===== src/rtl/avl_bus_n21_wrr_if.sv =====
// Avalon-MM bundle for the N-to-1 arbiter: packed master-side ports plus the single slave port.
// Modports give the upstream masters' view, the downstream slave's view and the arbiter's view.
interface avl_bus_n21_wrr_if #(
  parameter int unsigned MASTER_NUM = 4,
  parameter int unsigned ADDR_W     = 32,
  parameter int unsigned DATA_W     = 32
);
  localparam int unsigned BE_W = DATA_W / 8;

  logic [MASTER_NUM-1:0]        m_read;
  logic [MASTER_NUM-1:0]        m_write;
  logic [MASTER_NUM*ADDR_W-1:0] m_address;
  logic [MASTER_NUM*BE_W-1:0]   m_byteenable;
  logic [MASTER_NUM*DATA_W-1:0] m_writedata;
  logic [MASTER_NUM-1:0]        m_waitrequest;
  logic [DATA_W-1:0]            m_readdata;
  logic [MASTER_NUM-1:0]        m_readdatavalid;

  logic                         s_read;
  logic                         s_write;
  logic [ADDR_W-1:0]            s_address;
  logic [BE_W-1:0]              s_byteenable;
  logic [DATA_W-1:0]            s_writedata;
  logic                         s_waitrequest;
  logic [DATA_W-1:0]            s_readdata;
  logic                         s_readdatavalid;

  modport master (
    output m_read, m_write, m_address, m_byteenable, m_writedata,
    input  m_waitrequest, m_readdata, m_readdatavalid
  );

  modport slave (
    input  s_read, s_write, s_address, s_byteenable, s_writedata,
    output s_waitrequest, s_readdata, s_readdatavalid
  );

  modport arb (
    input  m_read, m_write, m_address, m_byteenable, m_writedata,
    output m_waitrequest, m_readdata, m_readdatavalid,
    output s_read, s_write, s_address, s_byteenable, s_writedata,
    input  s_waitrequest, s_readdata, s_readdatavalid
  );
endinterface


===== src/rtl/avl_bus_n21_wrr.sv =====
// N-master to 1-slave Avalon-MM arbiter with round-robin / fixed / weighted round-robin grant
// and a read-return select FIFO that routes each readdatavalid back to its issuing master.
module avl_bus_n21_wrr #(
  parameter int unsigned MASTER_NUM     = 4,
  parameter int unsigned ADDR_W         = 32,
  parameter int unsigned DATA_W         = 32,
  parameter int unsigned ARB_METHOD     = 0,
  parameter logic [63:0] WEIGHT_LIST    = 64'h1111_1111_1111_1111,
  parameter int unsigned SEL_FIFO_DEPTH = 8
) (
  input  logic           clk,
  input  logic           rest,
  avl_bus_n21_wrr_if.arb bus,
  output logic           err_unexp_rdata
);
  localparam int unsigned BE_W  = DATA_W / 8;
  localparam int unsigned PTR_W = (MASTER_NUM > 1) ? $clog2(MASTER_NUM) : 1;
  localparam int unsigned FA_W  = $clog2(SEL_FIFO_DEPTH);
  localparam int unsigned FC_W  = FA_W + 1;

  logic [PTR_W-1:0]      r_ptr;
  logic [3:0]            r_wcnt;
  logic [PTR_W-1:0]      r_fifo [SEL_FIFO_DEPTH];
  logic [FA_W-1:0]       r_wp;
  logic [FA_W-1:0]       r_rp;
  logic [FC_W-1:0]       r_fcnt;
  logic                  r_err;

  logic                  w_full;
  logic                  w_gnt_vld;
  logic                  w_accept;
  logic                  w_push;
  logic                  w_pop;
  logic [MASTER_NUM-1:0] w_elig;
  logic [PTR_W-1:0]      w_start;
  logic [PTR_W-1:0]      w_gnt;
  logic [PTR_W-1:0]      w_gnt_nxt;
  logic [3:0]            w_wraw;
  logic [3:0]            w_weight;
  logic [3:0]            w_base;
  logic [4:0]            w_base_inc;

  function automatic logic [PTR_W-1:0] wrap_idx(logic [PTR_W-1:0] s, int unsigned k);
    return PTR_W'((32'(s) + k) % MASTER_NUM);
  endfunction

  // Full comes from the registered count so a same-cycle pop never frees a slot early.
  assign w_full  = (r_fcnt == FC_W'(SEL_FIFO_DEPTH));
  assign w_elig  = (bus.m_read | bus.m_write) & ~(bus.m_read & {MASTER_NUM{w_full}});
  assign w_start = (ARB_METHOD == 1) ? '0 : r_ptr;

  always_comb begin
    w_gnt_vld = 1'b0;
    w_gnt     = '0;
    for (int unsigned k = 0; k < MASTER_NUM; k++) begin
      if (!w_gnt_vld && w_elig[wrap_idx(w_start, k)]) begin
        w_gnt_vld = 1'b1;
        w_gnt     = wrap_idx(w_start, k);
      end
    end
  end

  always_comb begin
    bus.s_read        = 1'b0;
    bus.s_write       = 1'b0;
    bus.s_address     = '0;
    bus.s_byteenable  = '0;
    bus.s_writedata   = '0;
    bus.m_waitrequest = '1;
    if (w_gnt_vld) begin
      // A read+write on one master is illegal; the read wins.
      bus.s_read               = bus.m_read[w_gnt];
      bus.s_write              = bus.m_write[w_gnt] & ~bus.m_read[w_gnt];
      bus.s_address            = bus.m_address[32'(w_gnt) * ADDR_W +: ADDR_W];
      bus.s_byteenable         = bus.m_byteenable[32'(w_gnt) * BE_W +: BE_W];
      bus.s_writedata          = bus.m_writedata[32'(w_gnt) * DATA_W +: DATA_W];
      bus.m_waitrequest[w_gnt] = bus.s_waitrequest;
    end
  end

  assign w_accept = w_gnt_vld & ~bus.s_waitrequest;
  assign w_push   = w_accept & bus.m_read[w_gnt];
  assign w_pop    = bus.s_readdatavalid & (r_fcnt != '0);

  always_comb begin
    bus.m_readdatavalid = '0;
    if (w_pop) bus.m_readdatavalid[r_fifo[r_rp]] = 1'b1;
  end

  assign bus.m_readdata  = bus.s_readdata;
  assign err_unexp_rdata = r_err;

  assign w_wraw = 4'(WEIGHT_LIST >> (32'(w_gnt) * 4));

  always_comb begin
    w_weight = 4'd1;
    if (ARB_METHOD == 2 && w_wraw != 4'd0) w_weight = w_wraw;
  end

  assign w_base     = (w_gnt == r_ptr) ? r_wcnt : 4'd0;
  assign w_base_inc = {1'b0, w_base} + 5'd1;
  assign w_gnt_nxt  = (32'(w_gnt) == MASTER_NUM - 1) ? '0 : w_gnt + PTR_W'(1);

  always_ff @(posedge clk) begin
    if (rest) begin
      r_ptr  <= '0;
      r_wcnt <= '0;
    end else if (w_accept && ARB_METHOD != 1) begin
      if (w_base_inc < {1'b0, w_weight}) begin
        r_wcnt <= w_base_inc[3:0];
        r_ptr  <= w_gnt;
      end else begin
        r_wcnt <= '0;
        r_ptr  <= w_gnt_nxt;
      end
    end
  end

  always_ff @(posedge clk) begin
    if (rest) begin
      r_wp   <= '0;
      r_rp   <= '0;
      r_fcnt <= '0;
      r_err  <= 1'b0;
    end else begin
      if (w_push) r_wp <= r_wp + FA_W'(1);
      if (w_pop)  r_rp <= r_rp + FA_W'(1);
      if (w_push && !w_pop)      r_fcnt <= r_fcnt + FC_W'(1);
      else if (!w_push && w_pop) r_fcnt <= r_fcnt - FC_W'(1);
      if (bus.s_readdatavalid && r_fcnt == '0) r_err <= 1'b1;
    end
  end

  always_ff @(posedge clk) begin
    if (w_push) r_fifo[r_wp] <= w_gnt;
  end
endmodule


===== src/flat_wrapper.sv =====
// flat-port wrapper written by rule: the top's interface ports become plain ports
module avl_bus_n21_wrr_flat 
#(
  parameter int unsigned MASTER_NUM     = 4,
  parameter int unsigned ADDR_W         = 32,
  parameter int unsigned DATA_W         = 32,
  parameter int unsigned ARB_METHOD     = 0,
  parameter logic [63:0] WEIGHT_LIST    = 64'h1111_1111_1111_1111,
  parameter int unsigned SEL_FIFO_DEPTH = 8
)
  (clk, rest, err_unexp_rdata, bus_m_read, bus_m_write, bus_m_address, bus_m_byteenable, bus_m_writedata, bus_m_waitrequest, bus_m_readdata, bus_m_readdatavalid, bus_s_read, bus_s_write, bus_s_address, bus_s_byteenable, bus_s_writedata, bus_s_waitrequest, bus_s_readdata, bus_s_readdatavalid);
  avl_bus_n21_wrr_if #(.MASTER_NUM(MASTER_NUM), .ADDR_W(ADDR_W), .DATA_W(DATA_W)) bus_i ();
  input  logic clk;
  input  logic rest;
  output logic err_unexp_rdata;
  input wire logic [$bits(bus_i.m_read)-1:0] bus_m_read;
  input wire logic [$bits(bus_i.m_write)-1:0] bus_m_write;
  input wire logic [$bits(bus_i.m_address)-1:0] bus_m_address;
  input wire logic [$bits(bus_i.m_byteenable)-1:0] bus_m_byteenable;
  input wire logic [$bits(bus_i.m_writedata)-1:0] bus_m_writedata;
  output wire logic [$bits(bus_i.m_waitrequest)-1:0] bus_m_waitrequest;
  output wire logic [$bits(bus_i.m_readdata)-1:0] bus_m_readdata;
  output wire logic [$bits(bus_i.m_readdatavalid)-1:0] bus_m_readdatavalid;
  output wire logic [$bits(bus_i.s_read)-1:0] bus_s_read;
  output wire logic [$bits(bus_i.s_write)-1:0] bus_s_write;
  output wire logic [$bits(bus_i.s_address)-1:0] bus_s_address;
  output wire logic [$bits(bus_i.s_byteenable)-1:0] bus_s_byteenable;
  output wire logic [$bits(bus_i.s_writedata)-1:0] bus_s_writedata;
  input wire logic [$bits(bus_i.s_waitrequest)-1:0] bus_s_waitrequest;
  input wire logic [$bits(bus_i.s_readdata)-1:0] bus_s_readdata;
  input wire logic [$bits(bus_i.s_readdatavalid)-1:0] bus_s_readdatavalid;
  assign bus_i.m_read = bus_m_read;
  assign bus_i.m_write = bus_m_write;
  assign bus_i.m_address = bus_m_address;
  assign bus_i.m_byteenable = bus_m_byteenable;
  assign bus_i.m_writedata = bus_m_writedata;
  assign bus_m_waitrequest = bus_i.m_waitrequest;
  assign bus_m_readdata = bus_i.m_readdata;
  assign bus_m_readdatavalid = bus_i.m_readdatavalid;
  assign bus_s_read = bus_i.s_read;
  assign bus_s_write = bus_i.s_write;
  assign bus_s_address = bus_i.s_address;
  assign bus_s_byteenable = bus_i.s_byteenable;
  assign bus_s_writedata = bus_i.s_writedata;
  assign bus_i.s_waitrequest = bus_s_waitrequest;
  assign bus_i.s_readdata = bus_s_readdata;
  assign bus_i.s_readdatavalid = bus_s_readdatavalid;
  avl_bus_n21_wrr #(.MASTER_NUM(MASTER_NUM), .ADDR_W(ADDR_W), .DATA_W(DATA_W), .ARB_METHOD(ARB_METHOD), .WEIGHT_LIST(WEIGHT_LIST), .SEL_FIFO_DEPTH(SEL_FIFO_DEPTH)) u_core (.clk(clk), .rest(rest), .bus(bus_i), .err_unexp_rdata(err_unexp_rdata));
endmodule

===== config.mk =====
export PLATFORM = sky130hd
export DESIGN_NAME = avl_bus_n21_wrr_flat
export DESIGN_NICKNAME = d
export VERILOG_FILES = /design/src/rtl/avl_bus_n21_wrr_if.sv /design/src/rtl/avl_bus_n21_wrr.sv /design/src/flat_wrapper.sv
export SDC_FILE = /design/constraint.sdc
export NUM_CORES = 1
export LEC_CHECK = 0
export CORE_AREA = 2 2 164 166
export CTS_CLUSTER_DIAMETER = 80
export DETAILED_ROUTE_END_ITERATION = 6
export DIE_AREA = 0 0 166 168
export DONT_BUFFER_PORTS = 1
export HOLD_SLACK_MARGIN = 0.06
export PLACE_DENSITY = 0.42
export RECOVER_POWER = 50
export SYNTH_ARGS = -nofsm -noshare
export SYNTH_HDL_FRONTEND = slang
export SYNTH_SLANG_ARGS = --single-unit

===== constraint.sdc =====
create_clock -name clk -period 5.7 [get_ports clk]
set_clock_uncertainty 0.05 [all_clocks]
set_input_delay 1.14 -clock clk [delete_from_list [all_inputs] [get_ports clk]]
set_output_delay 1.14 -clock clk [all_outputs]
set_load 0.03 [all_outputs]

==> run summary, run 1 <==
Outcome -> complete, no violations
Post-cts hold buffer count -> 0
Top_reg_cell synth -> dfxtp_1
Die area -> 27890 um2
Most used cell, CP -> a21oi_1
Kind of critical path -> reg -> out
Final hold vios -> 0
Core ar. -> 26350 um2
Synth Area in XOR/XNOR -> 0.009687
H-tree Lvls -> 2
Crit path required time -> 4510 ps
Clk root buf -> clkbuf_16
RSZ-0062 raised after global routing -> no
Drt initial violations -> 313
Buf+Inv Stages, Crit Path -> 2
Max stage delay on crit path -> 610 ps
Fmax achieved -> 208.6 MHz
Max_cap viols -> 0
Final setup fails -> 0
Rows -> 60
All-layer global routing usage -> 0.1446
Mux cell area share after synthesis -> 0.03404
Adder-Cell Fraction of Synth Area -> 0.03211
Via/cell ratio -> 4.912
WHS Path Cells -> 2
Fill count -> 3081
Total gr overflow -> 0
Ratio of cells with drive above 1 in the final layout -> 0.04955
Worst hold path class -> reg -> reg
VDD IR max -> 0.2533 mV
Starting density of the core -> 0.1716
Max-slew violations -> 0
Startpoint Class -> flip-flop
Vias -> 4971
Crit path DAT -> 3600 ps
Synth Instances -> 739
Max FO, Critical Path -> 82
Yosys warnings -> 0
Final critical-path required period -> 4793 ps
First-pass GRT wire length -> 30.32 mm
Critical Path Slowest Stage Cell -> nor4b_4
Area added between synthesis and finish -> 4.235%
Post-CTS sizing -> 0
Die width -> 166 um
Antenna-violating nets left -> 0
CTS Buf Count -> 5
Async S/R FF share, synth -> 0
# IOs -> 427
Postcts setup bufs -> 0
Max-slew headroom -> 0.5519
Setup WS post-layout -> 907.1 ps
Hpwl dp -> 17.91 mm
Setup crit start -> u_core.r_fcnt[1]$_SDFFE_PP0P_
Worst path top cell family by delay -> simple AND/OR/NAND/NOR gates
Initial antenna violation count -> 6
Reg area -> 880.8 um2
Vias in the first global route -> 4608
Crit-path cells -> nor4b_4 -> a21oi_1 -> o221ai_1 -> a21oi_1 -> inv_4 -> buf_12 -> nand2_1 -> nand3_1 -> and3_1
Final Cycle Share -> 0.8409
FF-to-FF setup slack -> 1050 ps
Sink Count -> 36
CTS tree -> built
WL/cell -> 21.95 um
Worst Setup End Kind -> output pin
Synth unique cells -> 51
Seq cells post-synth -> 36
Die height -> 168 um
GP Congestion -> 0.9686
Compound-Gate Fraction of Synth Area -> 0.06061
Synth Area in Simple Gates -> 0.5552
Leak -> 1.979 nW
Seq/Total Area, Yosys -> 0.1949
P per Cell Area -> 532.9 nW/um2
Critical path depth -> 9
First-pass DRT Iterations -> 4
Largest family of logic cells by synthesized area -> simple AND/OR/NAND/NOR gates
Detailed-route DRC error count -> 0
Skew-Pair Late Insertion Delay -> 270 ps
I/O Buffers -> 0
Number of synthesized flops with an enable pin -> 16
Area taken by multi-input logic gates -> 3129 um2
Reg2Reg Depth -> 16
Dpl ws -> 935.8 ps
Max Root-Sink Buffers -> 2
Setup TNS -> 0 ps
Most frequent cells in the layout -> nand2_1, nand3_1, and3_1
Worst-path clk slew -> 50 ps
Net Count, Synth -> 1066
Commonest non-fill, non-tap cell in the layout -> nand2_1
Mean Syn Cell Area -> 6.117 um2
Reg-to-Reg End -> u_core.r_fcnt[3]$_SDFFE_PP0P_
WL final -> 22.21 mm
Min-delay src -> u_core.r_rp[1]$_SDFFE_PP0P_
Worst slew pin tran -> 672.2 ps
Nets -> 992
Pin count of the biggest net entering global routing -> 149
Netlist Area Pre-Place -> 4521 um2
Worst r2r src -> u_core.r_fcnt[1]$_SDFFE_PP0P_
## sequential cells by signal, summed over array words and instances (netlist names), named ones only
register and cells:
u_core.r_fifo 16, u_core.r_fcnt 4, u_core.r_wcnt 4, u_core.r_rp 3
u_core.r_wp 3, u_core.r_ptr 2, u_core.err_unexp_rdata 1
## where the power goes
part,switching [mW],internal [mW],leakage (nW),total (mW)
Combinational,1.40,0.481,1.60,1.88
Clock,0.0953,0.161,0.0712,0.256
Sequential,0.0540,0.318,0.310,0.372
Total,1.55,0.960,1.98,2.51
## cell type report
cell class	instances	share of cell area
clock inverters	2	0.002390
inverters	8	0.006904
well taps	341	0.09055
diodes	5	0.002655
repair buffers	7	0.01912
flip-flops and latches	36	0.1869
clock buffers	6	0.02735
multi-input cells	607	0.6641
## cells in the mapped netlist (all sizes together) (2+ instances only)
| cell type | count | area share |
|---|---|---|
| nor2 | 20 | 0.017 |
| ha | 10 | 0.028 |
| xor2 | 2 | 0.0039 |
| nor4 | 4 | 0.0055 |
| nor3 | 3 | 0.0033 |
| and2b | 2 | 0.0039 |
| clkbuf | 28 | 0.024 |
| and2 | 3 | 0.0042 |
| buf | 60 | 0.083 |
| inv | 8 | 0.0066 |
| o21ai | 4 | 0.0044 |
| mux4 | 5 | 0.025 |
| nand3 | 138 | 0.15 |
| a21o | 5 | 0.0094 |
| dfxtp | 20 | 0.089 |
| a21boi | 4 | 0.0066 |
| nand2b | 2 | 0.0028 |
| nand4 | 2 | 0.0028 |
| or3 | 4 | 0.0055 |
| o211ai | 2 | 0.0033 |
| nand2 | 281 | 0.23 |
| edfxtp | 16 | 0.11 |
| a21oi | 11 | 0.013 |
| mux2i | 3 | 0.0066 |
| xnor2 | 3 | 0.0058 |
| nor2b | 2 | 0.0028 |
| o221ai | 2 | 0.0039 |
| a211oi | 4 | 0.0077 |
| and3 | 76 | 0.11 |
| nor4b | 5 | 0.013 |
## tightest hold or removal path: stages (launching register included)
cell,delay (ps)
dfxtp_1,310
nand2_1,50
a21oi_1,80
## layer usage
| metal | global-route usage | part of all wire |
|---|---|---|
| met1 | 0.1638 | 0.38 |
| met3 | 0.03879 | 0.079 |
| met2 | 0.2372 | 0.47 |
| met5 | 0 | 0.00059 |
| met4 | 0.1017 | 0.067 |
## worst max path at each step
stage	end	slack, ps
after global routing	u_core.r_fcnt[3]$_SDFFE_PP0P_	660
after global placement	bus_s_address[3]	970
after floorplan	bus_s_writedata[22]	1660
after CTS	bus_s_address[3]	820
final	bus_s_address[3]	910
after detailed placement	bus_s_address[3]	940
## cells by family after synthesis
family,Yosys count
xor gates and xnor gates,5
muxes,9
AOI/OAI and AO/OA,38
buffers and inverters,96
adders and majority gates,11
and+or+nand+nor,544
DFF,36
## stage by stage
stage	utilization	power (mW)	std cells	instance area, um2	hold WS, ps
floorplan	-	1.949	739	4521	403.2
global placement	0.1735	2.265	999	4571	422.7
detailed placement	0.1735	2.270	999	4571	417.5
CTS	0.1788	2.536	1007	4711	430.0
global route	0.1788	2.676	1012	4712	442.1
finish	0.1788	2.511	1012	4712	434.7
Note: power is estimated with default switching activity, not from simulation.
==> run 2: changes to the inputs <==
- clock period: 5.7 -> 4.9 ns (I/O delays scaled with it)
==> run 2 against run 1 <==
Sequential cell count unchanged. Critical path depth is 2 lower. Via count decreased by 2.1%. Critical endpoint is now bus_s_read. Sequential power is 16% higher. Cell area increased by 1.2%.
==> run summary, run 2 (same netlist as run 1, synthesis figures left out) <==
I/O Buffers -> 0
Commonest non-fill, non-tap cell in the layout -> nand2_1
Final hold vios -> 0
Die width -> 166 um
Initial antenna violation count -> 4
Vias -> 4868
All-layer global routing usage -> 0.1289
Hpwl dp -> 16.12 mm
# IOs -> 427
Final critical-path required period -> 4537 ps
Max reg flops -> 16
Postcts setup bufs -> 0
Post-cts hold buffer count -> 0
CTS Buf Count -> 5
Final setup fails -> 0
Max FO, Critical Path -> 148
Rows -> 60
Reg area -> 880.8 um2
VDD IR max -> 0.2297 mV
Area taken by multi-input logic gates -> 3124 um2
Via/cell ratio -> 4.791
Kind of critical path -> reg -> out
H-tree Lvls -> 2
Max-slew violations -> 0
Sink Count -> 36
Largest Register -> u_core.r_fifo
Max_cap viols -> 0
Skew-Pair Late Insertion Delay -> 270 ps
Worst-path clk slew -> 50 ps
Setup TNS -> 0 ps
Clk root buf -> clkbuf_16
Pin count of the biggest net entering global routing -> 149
Drt initial violations -> 394
Leak -> 2.019 nW
Final Cycle Share -> 0.9260
Fmax achieved -> 220.4 MHz
Worst Setup End Kind -> output pin
Ratio of cells with drive above 1 in the final layout -> 0.05655
Worst hold path class -> reg -> reg
Fill count -> 3046
Nets -> 998
Outcome -> complete, no violations
WL final -> 20.05 mm
Total gr overflow -> 0
Crit path DAT -> 3510 ps
Vias in the first global route -> 4357
P per Cell Area -> 620.7 nW/um2
Die area -> 27890 um2
Startpoint Class -> flip-flop
Die height -> 168 um
CTS tree -> built
Core Util, Final -> 0.1811
Worst slew pin tran -> 780.3 ps
Area added between synthesis and finish -> 5.536%
Crit path required time -> 3870 ps
Biggest registers after layout -> u_core.r_fifo: 16 flops, u_core.r_fcnt: 4 flops, u_core.r_wcnt: 4 flops
Starting density of the core -> 0.1716
Max Root-Sink Buffers -> 2
Most frequent cells in the layout -> nand2_1, nand3_1, and3_1
WL/cell -> 19.74 um
Core ar. -> 26350 um2
Max-slew headroom -> 0.4798
GP Congestion -> 0.8846
Detailed-route DRC error count -> 0
RSZ-0062 raised after global routing -> no
Post-CTS sizing -> 0
First-pass DRT Iterations -> 5
First-pass GRT wire length -> 27.61 mm
Antenna-violating nets left -> 0
## run 2: changes by cell type in the layout (fill, tap and decap cells not counted), sizes merged
cell | previous run | this run
diode | 5 | 3
clkbuf | 6 | 5
clkinv | 2 | 3
buf | 7 | 13
## run 2: where the power goes
part	leakage, nW	total [mW]	switching [mW]	internal, mW
clock network	0.0710	0.296	0.112	0.184
registers	0.310	0.433	0.0629	0.370
logic	1.64	2.23	1.62	0.608
## run 2: per-stage QoR
| step | instances | power (mW) | setup WS [ps] | cell area [um2] | hold slack, ps |
|---|---|---|---|---|---|
| 6_report | 1016 | 2.961 | 362.5 | 4771 | 421.1 |
| 5_1_grt | 1015 | 3.173 | 183.1 | 4768 | 457.3 |
| 4_1_cts | 1013 | 3.006 | 553.9 | 4780 | 429.0 |
| 3_5_place_dp | 1005 | 2.700 | 739.2 | 4641 | 416.3 |
| 3_3_place_gp | 1005 | 2.698 | 762.6 | 4641 | 419.8 |
| 2_1_floorplan | 739 | 2.267 | 1060 | 4521 | 403.2 |
## run 2: routing by layer
metal,vias to the layer above,track usage,routed length [um]
li1,2341,-,-
met1,2208,0.1536,7693
met2,282,0.2212,9661
met3,35,0.03432,1814
met4,2,0.05066,870
met5,-,0,13
## run 2: worst paths after layout
path         slack [ps]  cells after the start                            end                          start
min reg2reg         420                      2                      flip-flop    u_core.r_rp[1]$_SDFFE_PP0P_
min                 420                      2                      flip-flop    u_core.r_rp[1]$_SDFFE_PP0P_
max reg2reg         610                     16  u_core.r_fcnt[3]$_SDFFE_PP0P_  u_core.r_fcnt[1]$_SDFFE_PP0P_
max                 360                      7                     bus_s_read  u_core.r_fcnt[1]$_SDFFE_PP0P_
## run 2: cell type report
class                           count  area share
Antenna cell                        3    0.001574
Clock buffer                        5     0.02623
Clock inverter                      3    0.002885
Inverter                            8    0.006819
Multi-Input combinational cell    607      0.6549
Sequential cell                    36      0.1846
Tap cell                          341     0.08943
Timing Repair Buffer               13     0.03357
## run 2: critical path, cell delays in order, from the launching register on
cell and delay, ps:
dfxtp_1 370, nor4b_4 580, a21o_2 270, o221ai_1 150
a21oi_1 420, buf_12 420, or3_1 350, and3_1 380
==> run 3: changes to the inputs <==
- ABC_AREA: unset -> 1
- CORE_AREA: 2 2 164 166 -> 2 2 167 169
- DIE_AREA: 0 0 166 168 -> 0 0 169 171
==> run 3 against run 2 <==
Synthesized area up 4.8%. Largest cell class unchanged. Clock power up 8.1%. Worst hold slack worse by 20 ps. Die area up 3.6%.
==> run summary, run 3 <==
Postcts setup bufs -> 0
Most frequent cell after synthesis -> nor2_1
Max-slew violations -> 0
First-pass GRT wire length -> 30.16 mm
Sink Count -> 36
Number of synthesized flops with an enable pin -> 16
Drt initial violations -> 500
Top_reg_cell synth -> dfxtp_1
Max stage delay on crit path -> 300 ps
CTS Buf Count -> 5
GP Congestion -> 0.8826
Critical Path Slowest Stage Cell -> or2_2
Vias in the first global route -> 4771
Kind of critical path -> in -> out
Initial antenna violation count -> 3
Yosys warnings -> 0
Biggest registers after layout -> u_core.r_fifo: 16 flops, u_core.r_fcnt: 4 flops, u_core.r_wcnt: 4 flops
Final hold slack -> 400.9 ps
Pin count of the biggest net entering global routing -> 71
Setup TNS -> 0 ps
Startpoint Class -> input port
Detailed-route DRC error count -> 0
Max reg flops -> 16
P per Cell Area -> 1167 nW/um2
Area added between synthesis and finish -> 16.04%
Final Cycle Share -> 0.9216
Crit path required time -> 3870 ps
WL/cell -> 19.59 um
Buf+Inv Stages, Crit Path -> 3
Hold endpoint -> u_core.r_wcnt[3]$_SDFFE_PP0P_
Max-slew headroom -> 0.5858
Commonest non-fill, non-tap cell in the layout -> nor2_1
Final setup fails -> 0
Mean Syn Cell Area -> 6.248 um2
All-layer global routing usage -> 0.1397
Setup WS post-layout -> 384.3 ps
WHS Path Cells -> 2
Seq/Total Area, Yosys -> 0.1860
Core ar. -> 27320 um2
Critical path depth -> 15
Total gr overflow -> 0
Post-CTS sizing -> 0
Die height -> 171 um
Post-cts hold buffer count -> 0
Design area -> 5495 um2
Logic pwr share -> 0.880
# IOs -> 427
Fmax achieved -> 221.5 MHz
Die width -> 169 um
Net Count, Synth -> 1085
CTS tree -> built
Vias -> 5246
Most frequent cells in the layout -> nor2_1, o21ai_1, buf_4
Min-delay src -> u_core.r_wcnt[3]$_SDFFE_PP0P_
Via/cell ratio -> 4.684
Synth Instances -> 758
Hpwl dp -> 18.11 mm
H-tree Lvls -> 2
Reg power frac -> 0.070
First-pass DRT Iterations -> 5
RSZ-0062 raised after global routing -> no
Synth unique cells -> 38
VDD IR max -> 0.8079 mV
Ratio of cells with drive above 1 in the final layout -> 0.1606
Max FO, Critical Path -> 60
Outcome -> complete, no violations
Worst path top cell family by delay -> simple AND/OR/NAND/NOR gates
Async S/R FF share, synth -> 0
WL final -> 21.94 mm
Post-synth top area cell -> nor2_1
Yosys top cell area share -> 0.1347
FF-to-FF setup slack -> 760 ps
Crit-path cells -> or2_2 -> nand3_1 -> nand3_1 -> nand2_2 -> nand2_1 -> nor2_4 -> nand3_1 -> nand3_4 -> buf_12 -> buf_12 -> nor2_1 -> nor2_1 -> o21ai_0 -> a21oi_1 -> buf_4
Antenna-violating nets left -> 0
Post-synth top cells -> nor2_1, o21ai_1, a21oi_1
Placed cell area -> 5380 um2
P_sw -> 3.859 mW
Reg-to-Reg End -> u_core.r_fcnt[3]$_SDFFE_PP0P_
Max_cap viols -> 0
Clock Power Share -> 0.050
Nets -> 1098
Int Pwr -> 2.554 mW
Worst Setup End Kind -> output pin
Final critical-path required period -> 4516 ps
Worst slew pin tran -> 621.3 ps
Rows -> 61
Final hold vios -> 0
Crit path DAT -> 3490 ps
Synth area leaders -> nor2_1, o21a_1, o21ai_1
Clk root buf -> clkbuf_16
Sw Ratio -> 0.6017
Starting density of the core -> 0.1733
Skew-Pair Late Insertion Delay -> 270 ps
Seq cells post-synth -> 36
Leak -> 2.084 nW
Largest Register -> u_core.r_fifo
Most used cell, CP -> nand3_1
Reg2Reg Depth -> 25
Max Root-Sink Buffers -> 2
Worst-path clk slew -> 50 ps
Worst r2r src -> u_core.r_fcnt[1]$_SDFFE_PP0P_
I/O Buffers -> 0
Die area -> 28900 um2
Dpl ws -> 439.7 ps
Worst hold path class -> reg -> reg
Netlist Area Pre-Place -> 4736 um2
## run 3: cell types whose count changed after synthesis, moves of 68 or more
cell	delta
a21oi_1	+75
o21a_1	+68
nand2_1	-231
nor2_1	+150
nand3_1	-115
o21ai_1	+97
and3_1	-76
## run 3: cell families after synthesis
group,Yosys count,synth area share
AOI/OAI and AO/OA,312,0.3694
xor gates and xnor gates,3,0.007135
adders and majority gates,11,0.03065
buffers and inverters,120,0.1509
DFF,36,0.1860
and+or+nand+nor,276,0.2560
## run 3: worst min-delay path: stages, from the launching register on
cell	delay (ps)
dfxtp_1	310
nand2_1	60
nor2_1	40
## run 3: cell type report
class | count | area [um2]
tap | 346 | 432.9
clock inverter | 1 | 7.507
antenna | 2 | 5.005
sequential | 36 | 880.8
inverter | 30 | 117.6
fill | 3167 | 21830
clock buffer | 7 | 142.6
multi-input combinational | 602 | 3108
timing repair buffer | 96 | 800.8
## run 3: worst max path at each step
stage,from,end
after global placement,bus_m_read[0],bus_s_writedata[5]
after detailed placement,bus_m_read[0],bus_s_writedata[5]
final,bus_m_read[0],bus_s_writedata[5]
after CTS,bus_m_read[0],bus_s_writedata[5]
after global routing,u_core.r_fcnt[1]$_SDFFE_PP0P_,bus_s_writedata[5]
after floorplan,bus_m_read[0],bus_s_writedata[22]
## run 3: power by group through the flow
| stage | Combinational [mW] | Clock [mW] | Sequential (mW) |
|---|---|---|---|
| global route | 6.04 | 0.340 | 0.460 |
| CTS | 5.70 | 0.324 | 0.455 |
| detailed placement | 5.68 | 0 | 0.461 |
| global placement | 5.67 | 0 | 0.461 |
| floorplan | 3.90 | 0 | 0.435 |
| finish | 5.64 | 0.320 | 0.451 |
## run 3: per-stage QoR
stage | power (mW) | util | cells
floorplan | 4.338 | - | 758
global placement | 6.132 | 0.1969 | 1110
detailed placement | 6.143 | 0.1969 | 1110
CTS | 6.477 | 0.2024 | 1118
global route | 6.844 | 0.2009 | 1118
finish | 6.413 | 0.2011 | 1120
## run 3: metal layers
layer,global-route usage,share of wire,up-vias,routed length [um]
li1,-,-,2587,-
met1,0.1854,0.44,2347,9640
met2,0.2283,0.45,295,9970
met3,0.04141,0.094,15,2066
met4,0.02155,0.011,2,251
met5,0,0.00050,-,11
